## src/rtl/fp_interp_pipe.sv

```systemverilog
// Three-stage pipelined fixed-point interpolator y = m*x + b with valid/ready flow control.
// Define FP_INTERP_PIPE_SAT_EN to saturate on overflow; otherwise out_y wraps.
module fp_interp_pipe #(
  parameter int IW_M   = 4,
  parameter int QW_M   = 12,
  parameter int IW_X   = 6,
  parameter int QW_X   = 10,
  parameter int IW_B   = 8,
  parameter int QW_B   = 10,
  parameter int IW_Y   = 8,
  parameter int QW_Y   = 14,
  parameter int NUM_CH = 4,
  parameter int ROUND  = 0,
  localparam int CHW   = (NUM_CH > 2) ? $clog2(NUM_CH) : 1
) (
  input  logic                   clk,
  input  logic                   rst_n,
  input  logic                   in_valid,
  output logic                   in_ready,
  input  logic [IW_M+QW_M-1:0]   in_m,
  input  logic [IW_X+QW_X-1:0]   in_x,
  input  logic [IW_B+QW_B-1:0]   in_b,
  input  logic [CHW-1:0]         in_ch,
  output logic                   out_valid,
  input  logic                   out_ready,
  output logic [IW_Y+QW_Y-1:0]   out_y,
  output logic [CHW-1:0]         out_ch,
  output logic                   out_ovf,
  output logic [NUM_CH-1:0]      ovf_flags,
  input  logic [NUM_CH-1:0]      ovf_clr
);
  localparam int STAGES = 3;
  localparam int MW   = IW_M + QW_M;
  localparam int XW   = IW_X + QW_X;
  localparam int BW   = IW_B + QW_B;
  localparam int YW   = IW_Y + QW_Y;
  localparam int PW   = MW + XW;
  localparam int QW_P = QW_M + QW_X;
  localparam int IW_S = (((IW_M + IW_X) > IW_B) ? (IW_M + IW_X) : IW_B) + 1;
  localparam int QW_S = (QW_P > QW_B) ? QW_P : QW_B;
  localparam int SW   = IW_S + QW_S;
  localparam int QN   = (QW_S > QW_Y) ? (SW + 1 - (QW_S - QW_Y)) : (SW + QW_Y - QW_S);

  logic [STAGES:1]       vld_pipe;
  logic                  en1, en2, en3;
  logic signed [PW-1:0]  p1;
  logic signed [BW-1:0]  b1;
  logic [CHW-1:0]        ch1, ch2;
  logic signed [SW-1:0]  pa, ba, s2;
  logic signed [QN-1:0]  q;
  logic [YW-1:0]         yq;
  logic                  ovq;

  // A stage may load when empty or when its occupant moves on this cycle.
  assign en3       = !vld_pipe[3] || out_ready;
  assign en2       = !vld_pipe[2] || en3;
  assign en1       = !vld_pipe[1] || en2;
  assign in_ready  = en1;
  assign out_valid = vld_pipe[3];

  always_ff @(posedge clk) begin
    if (!rst_n) begin
      vld_pipe <= '0;
    end else begin
      if (en1) vld_pipe[1] <= in_valid;
      if (en2) vld_pipe[2] <= vld_pipe[1];
      if (en3) vld_pipe[3] <= vld_pipe[2];
    end
  end

  assign pa = SW'(p1) <<< (QW_S - QW_P);
  assign ba = SW'(b1) <<< (QW_S - QW_B);

  always_ff @(posedge clk) begin
    if (en1 && in_valid) begin
      p1  <= PW'($signed(in_m)) * PW'($signed(in_x));
      b1  <= in_b;
      ch1 <= in_ch;
    end
    if (en2 && vld_pipe[1]) begin
      s2  <= pa + ba;
      ch2 <= ch1;
    end
  end

  generate
    if (QW_S > QW_Y) begin : g_rnd
      localparam int DSH = QW_S - QW_Y;
      localparam logic [SW:0] HALF = (ROUND != 0) ? ({{SW{1'b0}}, 1'b1} << (DSH - 1)) : '0;
      logic [SW:0] rsum;
      logic        unused_lsb;
      // One guard bit so the rounding increment can never wrap.
      assign rsum       = {s2[SW-1], s2} + HALF;
      assign q          = $signed(rsum[SW:DSH]);
      assign unused_lsb = ^rsum[DSH-1:0];
    end else begin : g_pad
      assign q = QN'(s2) <<< (QW_Y - QW_S);
    end

    if (QN > YW) begin : g_fit
      logic [QN-YW:0] top;
      assign top = q[QN-1:YW-1];
      assign ovq = !((&top) || (~|top));
`ifdef FP_INTERP_PIPE_SAT_EN
      assign yq = !ovq ? q[YW-1:0] :
                  q[QN-1] ? {1'b1, {(YW-1){1'b0}}} : {1'b0, {(YW-1){1'b1}}};
`else
      assign yq = q[YW-1:0];
`endif
    end else begin : g_ext
      assign yq  = YW'(q);
      assign ovq = 1'b0;
    end
  endgenerate

  always_ff @(posedge clk) begin
    if (!rst_n) begin
      out_y   <= '0;
      out_ch  <= '0;
      out_ovf <= 1'b0;
    end else if (en3 && vld_pipe[2]) begin
      out_y   <= yq;
      out_ch  <= ch2;
      out_ovf <= ovq;
    end
  end

  // Set takes priority over a same-cycle clear.
  always_ff @(posedge clk) begin
    if (!rst_n) begin
      ovf_flags <= '0;
    end else begin
      for (int i = 0; i < NUM_CH; i++) begin
        if (out_valid && out_ready && out_ovf && (out_ch == CHW'(i)))
          ovf_flags[i] <= 1'b1;
        else if (ovf_clr[i])
          ovf_flags[i] <= 1'b0;
      end
    end
  end
endmodule

```

## config.mk

```make
export PLATFORM = sky130hd
export DESIGN_NAME = fp_interp_pipe
export DESIGN_NICKNAME = d
export VERILOG_FILES = /design/src/rtl/fp_interp_pipe.sv
export SDC_FILE = /design/constraint.sdc
export NUM_CORES = 1
export LEC_CHECK = 0
export BUFFER_PORTS_ARGS = -buffer_cell sky130_fd_sc_hd__buf_4
export CAP_MARGIN = 10
export CORE_AREA = 2 2 155 157
export DETAILED_ROUTE_END_ITERATION = 8
export DIE_AREA = 0 0 157 159
export PLACE_DENSITY = 0.78
export SLEW_MARGIN = 0
export SYNTH_ARGS = -nofsm -noshare
export SYNTH_HDL_FRONTEND = slang
export SYNTH_SLANG_ARGS = --single-unit
```

## constraint.sdc

```tcl
create_clock -name clk -period 7.4 [get_ports clk]
set_input_delay 0.37 -clock clk [delete_from_list [all_inputs] [get_ports clk]]
set_output_delay 0.37 -clock clk [all_outputs]
set_load 0.02 [all_outputs]
```

==> results of run 1 <==
-- per-layer routing --
layer  part of all wire  up-vias
li1                   -     4246
met1               0.42     4555
met2               0.49      274
met3              0.053       63
met4              0.041        0
met5                  0        -
-- sequential cells by signal, indices dropped and copies added, names as in the netlist --
name / count
ch1: 2
out_y: 22
s2: 25
ch2: 2
ovf_flags: 4
b1: 18
vld_pipe: 3
out_ch: 2
out_ovf: 1
p1: 24
-- synthesized netlist by cell type (2+ instances only) --
cell	instances	share of area
nand2_1	170	0.046
o21a_1	10	0.0055
nand2b_1	12	0.0055
a21boi_0	28	0.015
o41a_1	2	0.0016
ha_1	99	0.090
a21o_1	8	0.0044
and2_1	131	0.060
nor2_1	41	0.011
nand3_1	8	0.0029
nor3_1	11	0.0040
fa_1	262	0.38
o21ai_0	9	0.0033
clkbuf_1	40	0.011
nand4_1	4	0.0018
and3_1	3	0.0014
a211o_1	2	0.0013
xnor2_1	37	0.024
o22ai_1	2	0.00091
o21bai_1	2	0.0011
or3_1	2	0.00091
edfxtp_1	71	0.16
dfxtp_1	32	0.047
nor2b_1	6	0.0027
xor2_1	9	0.0057
a31oi_1	6	0.0027
a211oi_1	2	0.0011
a21oi_2	2	0.0013
inv_1	315	0.086
a21oi_1	18	0.0066
o21ai_2	2	0.0013
-- cells by family after synthesis --
family / after synthesis
compound gates: 106
xor+xnor: 46
fa+ha+maj: 361
buf+inv: 356
flops: 103
simple gates: 396
-- final cells by class --
type | count | area, µm² | share of cell area
Sequential cell | 103 | 2770 | 0.185
Multi-Input combinational cell | 909 | 9640 | 0.643
Tap cell | 319 | 399 | 0.0266
Timing Repair Buffer | 93 | 698 | 0.0466
Clock buffer | 10 | 229 | 0.0153
Clock inverter | 6 | 70.1 | 0.00467
Inverter | 315 | 1180 | 0.0789
-- worst max-delay path, cell delays in order --
cell and delay, ns:
buf_4 0.19, nand2_1 0.10, fa_1 0.54, inv_1 0.06
fa_1 0.50, inv_1 0.06, fa_1 0.53, inv_1 0.05
fa_1 0.45, fa_1 0.49, inv_1 0.05, fa_1 0.47
inv_1 0.04, ha_1 0.36, a21o_1 0.21, a21o_1 0.20
a21o_1 0.20, a221oi_2 0.41, a21oi_2 0.15, o211ai_2 0.24
a21oi_1 0.12, nor3b_1 0.25, xnor2_1 0.11
-- metrics by stage --
step | utilization | hold slack [ns] | cell area, µm² | setup slack (ns) | cells
6_report | 0.646 | 0.204 | 15000 | 1.34 | 1755
5_1_grt | 0.646 | 0.186 | 15000 | 0.991 | 1755
4_1_cts | 0.646 | 0.188 | 15000 | 1.37 | 1755
3_5_place_dp | 0.633 | 0.406 | 14700 | 0.989 | 1739
3_3_place_gp | 0.633 | 0.402 | 14700 | 1.14 | 1739
2_1_floorplan | - | 0.400 | 13700 | 1.31 | 1368
-- worst paths after layout --
check                start  cells after the start     end  slack, ns
setup / recovery   in_m[7]                     23  p1[30]       1.34
hold / removal    in_b[15]                      1  b1[15]       0.20
setup reg to reg    p1[12]                     13  s2[30]       4.38
hold reg to reg     p1[10]                      0  s2[10]       0.42
==> results.json, run 1 <==
{
  "ys_warn_count": 0,
  "post-route-min-period_ns": 6.06,
  "h-tree-depth": 3,
  "fmax_ghz": 0.165,
  "drc": 0,
  "synthSimpleGateAreaFrac": 0.142,
  "cp-end-kind": "flop",
  "use_met3": 0.0327,
  "drv_cap": 0,
  "use_met2": 0.417,
  "vias": 9138,
  "dr.pass1.iters": 5,
  "fin_skew_ns": 0.00476,
  "yosysSeqAreaShare": 0.202,
  "use_met1": 0.321,
  "grt_first_pass_wirelength_mm": 48.4,
  "final_common_cell": "inv_1",
  "die_h_um": 159,
  "fin_nets": 1852,
  "post_drt_via_cell_ratio": 5.21,
  "worst_pin_slew_ns": 0.923,
  "hp-class": "input port to flop",
  "die_width_um": 157,
  "rows": 56,
  "ys_seq_elements": 103,
  "syn_avg_cell_area_um2": 10.0,
  "hold_buffers": 0,
  "track_usage": 0.247,
  "synth-compound-area-share": 0.0572,
  "grt_max_degree": 45,
  "path_class": "input port to flop",
  "design.core.area_um2": 23200,
  "ant_nets": 0,
  "portBuffers": 90,
  "synth_flop_cell": "edfxtp_1",
  "synth_edf_count": 71,
  "hold_viol": 0,
  "synth_top_family_by_area": "adder cells",
  "drt_iter0_drc": 489,
  "grt_pass1_vias": 9986,
  "muxShareOfSynthArea": 0,
  "ys_async_sr_fraction": 0,
  "ctsRootBufferMaster": "clkbuf_16",
  "synth_cell_types": 53,
  "fill_cells": 1814,
  "place_congestion": 0.934,
  "status": "completed",
  "max_slew_margin": 0.384,
  "antenna_found_initial": 0,
  "cts.sinks": 103,
  "syn_nets": 1789,
  "rsz0062_at_grt": "no",
  "cp.required_ns": 7.49,
  "drive_above_1_share": 0.0864,
  "num_antenna_cells": 0,
  "cts_buffer_depth": 2,
  "wirelength_mm": 28.5,
  "syn_area_um2": 13700,
  "synthAdderAreaFrac": 0.472,
  "critPathLaunchType": "input port",
  "die-area_um2": 25000,
  "start_util": 0.592,
  "clk_pin_slew_worst_paths_ns": 0.07,
  "setup_violations": 0,
  "cts-resized-gates": 0,
  "finalSetupTns_ns": 0,
  "busiest_layer": "met2",
  "cp.arrival_ns": 6.14,
  "layout_common_cells": "inv_1, fa_1, nand2_1",
  "grt-ovfl-total": 0,
  "clk_latency_ns": 0.34,
  "io_pins": 91,
  "area_growth_pct": 9.19,
  "cts_buffers": 9,
  "synthCells": 1368,
  "report.final.slew_viol_count": 0,
  "postCtsSetupRepairBufs": 0,
  "crit_path_max_fanout": 16,
  "wl_per_cell_um": 16.2,
  "synth_xor_area_frac": 0.0294,
  "cts_tree": "done",
  "dp_hpwl_mm": 23.6,
  "fin_crit_sh": 0.819
}
Power of run 1 is left out: the tool's default activity adds up to more than one toggle a clock period on the data nets, which glitch-free logic cannot reach.
==> inputs of run 2 (changes only) <==
- CORE_AREA: 2 2 155 157 -> 2 2 159 161
- DIE_AREA: 0 0 157 159 -> 0 0 161 163
- clock period: 7.4 -> 5.15 ns (I/O delays scaled with it)
==> run 2 against run 1 <==
Against the previous run:
- the flow now finishes with violations (setup timing)
- final cell count up 8.1%
- worst setup slack worse by 1.7 ns
- routed wire length up 4.6%
- cell area up 9.2%
- count of clock-buffer cells in the layout down 1
- non-clock buffer count up 132
- first-iteration DRC count down 10%
- clock skew up 0.0015 ns
- critical path depth unchanged
- sequential share of layout area down 1.6 points
- register-to-register slack worse by 2.3 ns
- critical endpoint is now p1[29]
==> results.json, run 2 (synthesis gave the netlist of run 1 again) <==
{
  "fin_crit_sh": 1.07,
  "post-route-min-period_ns": 5.54,
  "die-area_um2": 26200,
  "fin_skew_ns": 0.00623,
  "track_usage": 0.241,
  "ctsRootBufferMaster": "clkbuf_16",
  "crit_start": "in_x[4]",
  "crit_family": "adder cells",
  "h-tree-depth": 3,
  "violations": "setup timing",
  "grt_pass1_vias": 10633,
  "largest_register_ffs": 25,
  "critPathLaunchType": "input port",
  "rows": 58,
  "place_congestion": 0.899,
  "area_growth_pct": 19.3,
  "status": "finished with violations",
  "start_util": 0.556,
  "wl_per_cell_um": 15.7,
  "post_drt_via_cell_ratio": 5.13,
  "finalWorstSetupSlack_ns": -0.385,
  "preCtsSetupSlack_ns": -0.768,
  "r2r-start": "p1[12]",
  "antenna_found_initial": 0,
  "cpPeakStageDelay_ns": 0.55,
  "cp_slowest_cell": "fa_1",
  "multi_input_area_um2": 9940,
  "dr.pass1.iters": 5,
  "fin_nets": 1984,
  "grt-ovfl-total": 0,
  "portBuffers": 90,
  "cp.required_ns": 5.25,
  "io_pins": 91,
  "drt_iter0_drc": 440,
  "cp_num_buf_inv": 6,
  "max_slew_margin": 0.384,
  "layout_common_cells": "inv_1, fa_1, buf_4",
  "die_h_um": 163,
  "cts_buffers": 9,
  "regArea_um2": 2770,
  "setup_violations": 13,
  "cp_common_cell": "fa_1",
  "fmax_ghz": 0.181,
  "hold_start": "in_ch[0]",
  "worst_pin_slew_ns": 0.925,
  "final_cell_area_um2": 16400,
  "cts_buffer_depth": 2,
  "drc": 0,
  "largest_registers": "s2: 25 flops, p1: 24 flops, out_y: 22 flops",
  "final_common_cell": "inv_1",
  "largest_register": "s2",
  "hp-class": "input port to flop",
  "drive_above_1_share": 0.200,
  "clk_pin_slew_worst_paths_ns": 0.07,
  "cts.sinks": 103,
  "cts_tree": "done",
  "wirelength_mm": 29.8,
  "dp_hpwl_mm": 24.9,
  "fill_cells": 1959,
  "drv_cap": 0,
  "ant_nets": 0,
  "rsz0062_at_grt": "yes",
  "clk_latency_ns": 0.34,
  "grt_first_pass_wirelength_mm": 50.5,
  "place_area_um2": 15700,
  "placed_cells": 1873,
  "hold_viol": 0,
  "cp.arrival_ns": 5.63,
  "num_antenna_cells": 0,
  "path_class": "input port to flop",
  "die_width_um": 161,
  "vias": 9743,
  "crit_chain": "buf_8 > and2_4 > fa_1 > inv_2 > fa_1 > fa_1 > inv_2 > fa_1 > fa_1 > inv_2 > fa_1 > inv_2 > ha_4 > a21o_1 > a21o_1 > a21o_1 > a221oi_2 > a21oi_2 > o211ai_2 > buf_4 > a21boi_4 > o21ai_1 > a21oi_1",
  "report.final.slew_viol_count": 0,
  "crit_path_max_fanout": 7,
  "fin_cells": 1898,
  "cp-end-kind": "flop",
  "grt_max_degree": 45,
  "design.core.area_um2": 24700
}
==> run 2: cell types whose count changed in the layout (fill, tap and decap cells not counted), sizes merged <==
| cell | before | now |
|---|---|---|
| clkbuf | 10 | 9 |
| bufinv | 1 | 2 |
| clkinv | 2 | 3 |
| buf | 93 | 225 |
| inv | 316 | 317 |
| clkinvlp | 2 | 0 |
==> run 2: routing by layer <==
layer	vias to the layer above	wire length (µm)	global-route usage	part of all wire
li1	4523	-	-	-
met1	4893	12900	0.324	0.43
met2	274	14600	0.413	0.49
met3	53	1540	0.0318	0.052
met4	0	752	0.0718	0.025
met5	-	0	0	0
==> run 2: layout make-up <==
| cell class | instances | share of cell area |
|---|---|---|
| sequential | 103 | 0.169 |
| clock buffer | 9 | 0.0138 |
| timing repair buffer | 225 | 0.107 |
| clock inverter | 7 | 0.00573 |
| inverter | 315 | 0.0722 |
| multi-input combinational | 909 | 0.607 |
| tap | 330 | 0.0252 |
==> run 2: final timing paths <==
check | endpoint | slack [ns] | depth (start not counted)
max | p1[29] | -0.39 | 23
min | ch1[0] | 0.09 | 1
max reg2reg | s2[30] | 2.13 | 13
min reg2reg | s2[11] | 0.42 | 0
==> run 2: through the flow <==
stage / hold WS, ns / utilization / setup TNS (ns)
detailed placement: 0.406 / 0.637 / -8.89
CTS: 0.0752 / 0.652 / -2.03
global placement: 0.402 / 0.637 / -7.91
global route: 0.0740 / 0.664 / -5.00
floorplan: 0.356 / - / -3.73
finish: 0.0878 / 0.664 / -3.20
==> run 2: timing repair <==
| item | in CTS | in global routing |
|---|---|---|
| cloned | 0 | 0 |
| hold buffers | 0 | 0 |
| endpoints found under the setup margin | 13 | 18 |
| gates resized for setup | 13 | 55 |
| pin swaps | 10 | 39 |
| buffers inserted | 2 | 9 |
Power of run 2 is left out for the same reason.
